### src/rtl/t_toggle_rx.sv
// ---------------------------------------------------------------------------
// t_toggle_rx
//   Receive end of the toggle-signalling link. The remote source flips t_in
//   once per event. t_in is synchronised into the clk domain, and every
//   change of the synchronised level counts as one event. Each event
//   produces a one-cycle pulse, bumps a wrapping event counter and adds a
//   credit to a ready/valid credit queue that downstream logic drains.
//
// Parameters
//   SYNC_STAGES  flops in the t_in synchroniser chain (>= 2)
//   CNT_W        width of evt_count (wraps)
//   PEND_W       width of the pending credit counter (saturates at all-ones)
//
// Ports
//   clk        in   rising-edge clock
//   rst        in   asynchronous active-high reset
//   t_in       in   asynchronous toggle level from the remote source
//   clr_ovf    in   synchronous clear of the sticky overflow flag
//   evt_ready  in   downstream accepts one credit (when evt_valid is high)
//   evt_valid  out  at least one credit pending
//   evt_pulse  out  one-cycle pulse per detected toggle
//   t_level    out  synchronised t_in level (last sync stage)
//   evt_count  out  toggles detected since reset
//   pending    out  credits not yet accepted
//   overflow   out  sticky: a toggle arrived while pending was full
// ---------------------------------------------------------------------------
module t_toggle_rx #(
    parameter int unsigned SYNC_STAGES = 2,
    parameter int unsigned CNT_W       = 8,
    parameter int unsigned PEND_W      = 4
) (
    input  logic              clk,
    input  logic              rst,
    input  logic              t_in,
    input  logic              clr_ovf,
    input  logic              evt_ready,
    output logic              evt_valid,
    output logic              evt_pulse,
    output logic              t_level,
    output logic [CNT_W-1:0]  evt_count,
    output logic [PEND_W-1:0] pending,
    output logic              overflow
);

    localparam logic ST_ARM = 1'b0;
    localparam logic ST_RUN = 1'b1;

    localparam int unsigned ARM_W = $clog2(SYNC_STAGES + 1);
    localparam logic [ARM_W-1:0] ARM_LAST = ARM_W'(SYNC_STAGES - 1);

    if (SYNC_STAGES < 2) begin : g_bad_sync
        $error("t_toggle_rx: SYNC_STAGES must be at least 2");
    end

    logic [SYNC_STAGES-1:0] sync_q;
    logic                   state_q,   state_d;
    logic [ARM_W-1:0]       arm_cnt_q, arm_cnt_d;
    logic                   t_ref_q,   t_ref_d;
    logic                   pulse_q,   pulse_d;
    logic [CNT_W-1:0]       cnt_q,     cnt_d;
    logic [PEND_W-1:0]      pend_q,    pend_d;
    logic                   valid_q,   valid_d;
    logic                   ovf_q,     ovf_d;

    logic sync_out;
    logic toggle;
    logic pop;
    logic ovf_set;

    assign sync_out = sync_q[SYNC_STAGES-1];

    always_comb begin
        state_d   = state_q;
        arm_cnt_d = arm_cnt_q;
        t_ref_d   = t_ref_q;
        cnt_d     = cnt_q;
        pend_d    = pend_q;
        toggle    = 1'b0;
        ovf_set   = 1'b0;
        pop       = valid_q & evt_ready;

        if (state_q == ST_ARM) begin
            arm_cnt_d = arm_cnt_q + ARM_W'(1);
            if (arm_cnt_q == ARM_LAST) begin
                // Reference is taken from the value entering the last stage on
                // this edge, so it equals sync_out as RUN begins; a level that
                // was already high through reset is not seen as a change.
                t_ref_d   = sync_q[SYNC_STAGES-2];
                arm_cnt_d = '0;
                state_d   = ST_RUN;
            end
        end else begin
            toggle = (sync_out != t_ref_q);
        end

        if (toggle) begin
            t_ref_d = sync_out;
            cnt_d   = cnt_q + CNT_W'(1);
        end
        pulse_d = toggle;

        if (toggle && !pop) begin
            if (pend_q == '1) begin
                ovf_set = 1'b1;
            end else begin
                pend_d = pend_q + PEND_W'(1);
            end
        end else if (!toggle && pop) begin
            pend_d = pend_q - PEND_W'(1);
        end

        valid_d = (pend_d != '0);
        // Set has priority over clear.
        ovf_d   = ovf_set | (ovf_q & ~clr_ovf);
    end

    always_ff @(posedge clk or posedge rst) begin
        if (rst) begin
            sync_q    <= '0;
            state_q   <= ST_ARM;
            arm_cnt_q <= '0;
            t_ref_q   <= 1'b0;
            pulse_q   <= 1'b0;
            cnt_q     <= '0;
            pend_q    <= '0;
            valid_q   <= 1'b0;
            ovf_q     <= 1'b0;
        end else begin
            sync_q    <= {sync_q[SYNC_STAGES-2:0], t_in};
            state_q   <= state_d;
            arm_cnt_q <= arm_cnt_d;
            t_ref_q   <= t_ref_d;
            pulse_q   <= pulse_d;
            cnt_q     <= cnt_d;
            pend_q    <= pend_d;
            valid_q   <= valid_d;
            ovf_q     <= ovf_d;
        end
    end

    assign t_level   = sync_out;
    assign evt_pulse = pulse_q;
    assign evt_count = cnt_q;
    assign pending   = pend_q;
    assign evt_valid = valid_q;
    assign overflow  = ovf_q;

endmodule

### config.mk
export PLATFORM = sky130hd
export DESIGN_NAME = t_toggle_rx
export DESIGN_NICKNAME = d
export VERILOG_FILES = /design/src/rtl/t_toggle_rx.sv
export SDC_FILE = /design/constraint.sdc
export NUM_CORES = 1
export LEC_CHECK = 0
export BUFFER_PORTS_ARGS = -buffer_cell sky130_fd_sc_hd__buf_2
export CAP_MARGIN = 20
export CORE_AREA = 2 2 49 51
export CTS_CLUSTER_DIAMETER = 100
export CTS_CLUSTER_SIZE = 28
export DETAILED_ROUTE_END_ITERATION = 10
export DIE_AREA = 0 0 51 53
export HOLD_SLACK_MARGIN = 0.03
export PLACE_DENSITY = 0.73
export SYNTH_ARGS = -nofsm -noshare
export SYNTH_HDL_FRONTEND = slang
export SYNTH_SLANG_ARGS = --single-unit
### constraint.sdc
create_clock -name clk -period 1.9 [get_ports clk]
set_clock_uncertainty 0.1 [all_clocks]
set_input_delay 0.38 -clock clk [delete_from_list [all_inputs] [get_ports clk]]
set_output_delay 0.38 -clock clk [all_outputs]
set_load 0.005 [all_outputs]
==> impl_metrics.tcl <==
set metrics [dict create \
    root_buffer "clkbuf_4" \
    r2r_slack_ps -20 \
    grtUsageTotal_pct 16.9 \
    ys_ff_latch 21 \
    die_y_microns 53 \
    status "finished, violations left" \
    timing.final.max_slew_violations 0 \
    grt_pass1_wl_mm 3.42 \
    layout-drive-gt1-share_pct 41.7 \
    setup_viol 1 \
    dp_hpwl_mm 1.44 \
    synth-edff-count 0 \
    wl_per_cell_microns 14.2 \
    coreArea_sq_mm 0.00215 \
    final_cells 148 \
    worstMarginPinSlew_ps 364 \
    initial_core_util_pct 44.5 \
    path_clk_slew_ps 120 \
    fin_area_sq_mm 0.00125 \
    wl_mm 2.10 \
    ys_seq_area_share_pct 55.0 \
    yosysUniqueCellTypes 30 \
    hold_start "t_in" \
    grt_pass1_vias 783 \
    synth_nets 91 \
    io_buffers 20 \
    insertion_delay_ps 300 \
    via_count 802 \
    area_growth_pct 30.9 \
    final_nets 129 \
    final_core_util_pct 58.2 \
    cp-end-kind "register" \
    clock_sinks 21 \
    num_rows 17 \
    rsz0062_at_grt "true" \
    cts_made_buffers 3 \
    worstPathRequired_ps 1980 \
    rr_endpoint "evt_valid" \
    violations "negative setup slack" \
    slew_headroom_pct 75.6 \
    fin_crit_sh_pct 101 \
    layout_setup_ws_ps -15.6 \
    die_w_microns 51 \
    r2r_start "t_ref_q" \
    hold_violations 0 \
    n_antenna_cell 0 \
    peakVddDrop_mv 0.736 \
    synthCells 83 \
    yosys-top-cells-area "dfrtp_1 (55%), xnor2_1 (8.2%), nand4_1 (4.6%)" \
    ys.flop_type "dfrtp_1" \
    worstPathArrival_ps 2000 \
    place.gp.congestion 0.870 \
    placed_cells 138 \
    tritoncts "done" \
    hold_slack_ps 83.0 \
    worstPathMaxFanout 4 \
    min_period_ps 1920 \
    die_area_sq_mm 0.00270 \
    grt_max_degree 22 \
    avgSynthCellArea_sq_um 11.5 \
    crit_path_start_kind "register" \
    worst_hold_path_type "in2reg" \
    drtAntennaViolNets 0 \
    viasPerCell 5.42 \
    maxCapViolations 0 \
    grt-ovfl-total 0 \
    tns_ps -15.6 \
    p_leak_nw 0.599 \
    syn_area_sq_um 956 \
    fill_cells 204 \
    drt_iter0_drc 9 \
    first_pass_iters 4 \
    yosys_warnings 0 \
    reg2regPathDepth 6 \
    async_flop_share_pct 100 \
    h-tree-depth 1 \
    hold_depth 1 \
    power.density_mw_per_mm2 1310 \
    synth_commonest_cells "dfrtp_1 (21), xnor2_1 (9), nand2_1 (8), nand4_1 (7), inv_1 (6)" \
    placed_area_sq_mm 0.00115 \
    ios 21 \
    path_class "reg2reg" \
    synth_top_area_share_pct 55.0 \
    clk_path_buf_depth 2 \
    drc_errors 0 \
    synth.most_common_cell "dfrtp_1" \
    min_to "sync_q[0]" \
    synth_top_area_cell "dfrtp_1" \
    max_freq_mhz 522 \
    antenna_found_initial 0 \
]
==> repair_timing <==
| action | 4_1_cts | 5_1_grt |
|---|---|---|
| cloned | 0 | 0 |
| endpoints found under the hold margin | 21 | 0 |
| pin swaps | 6 | 2 |
| endpoints found under the setup margin | 1 | 1 |
| hold buffers | 1 | 0 |
| resized for setup | 3 | 3 |
| setup buffers | 3 | 2 |
==> cell usage in the layout, fill, tap and decap left out, types with 2 or more instances in the layout <==
cell | synthesis | layout
a21oi_2 | 0 | 2
buf_2 | 1 | 20
nand2_1 | 8 | 8
xnor2_1 | 9 | 9
o21ai_0 | 2 | 2
ha_1 | 3 | 2
a31oi_1 | 2 | 2
buf_4 | 0 | 12
nand4_1 | 7 | 7
dfrtp_1 | 21 | 21
inv_1 | 6 | 6
clkbuf_4 | 0 | 3
==> power by group <==
part           total [W]  internal (W)  switching [W]
Sequential      0.000708      0.000573       0.000135
Clock           0.000217     0.0000784       0.000138
Combinational   0.000714      0.000365       0.000348
Total            0.00164       0.00102       0.000622
==> cell type report <==
class | instances | area (sq um) | area share (%)
clock buffers | 3 | 22.5 | 1.80
clock inverters | 1 | 5.00 | 0.400
inverters | 7 | 31.3 | 2.50
multi-input cells | 54 | 420 | 33.6
flip-flops and latches | 21 | 526 | 42.0
well taps | 28 | 35.0 | 2.80
repair buffers | 34 | 211 | 16.9
==> worst max-delay path by stage <==
stage | endpoint | from | slack [ps] | depth (start not counted)
after floorplan | evt_valid | pending[1] | -20 | 6
after global placement | evt_valid | t_ref_q | -40 | 6
after detailed placement | evt_valid | t_ref_q | -80 | 6
after CTS | evt_valid | sync_q[1] | -20 | 6
after global routing | evt_valid | pending[0] | -60 | 6
final | evt_valid | t_ref_q | -20 | 6
==> per-layer routing <==
layer,vias up,share of wire (%),wire [microns],GRT usage (%)
met3,2,3.0,64,1.69
met1,408,43,909,19.7
met5,-,0,0,0
li1,371,-,-,-
met4,0,0.90,19,6.76
met2,21,53,1110,31.6
==> critical path: stages (launching register included) <==
cell,delay (ps)
dfrtp_1,420
xor2_2,220
buf_4,160
a211o_2,350
o31ai_2,70
a21oi_2,90
or4_1,390
==> kinds of logic (layout without fill, tap and decap cells) <==
kind of cell,after synthesis,in the layout,share of synthesized area [%]
XOR/XNOR,10,10,9.95
flip-flops,21,21,55.0
buffers and inverters,8,45,3.80
AND/OR/NAND/NOR,24,24,14.4
multiplexers,1,1,1.05
AO/OA/AOI/OAI,16,16,11.9
adder cells (fa/ha/maj),3,3,3.93
==> state kept, by name, indices dropped and copies added (netlist names) <==
name,cells
pending,4
evt_pulse,1
evt_valid,1
arm_cnt_q,2
overflow,1
state_q,1
t_ref_q,1
sync_q,2
evt_count,8
==> metrics by stage <==
step	worst slack [ps]	power, W
after floorplan	-22.3	0.00104
after global placement	-38.6	0.00132
after detailed placement	-79.0	0.00135
after CTS	-21.4	0.00161
after global routing	-60.1	0.00175
final	-15.6	0.00164
Power figures use the tool's default switching activity.
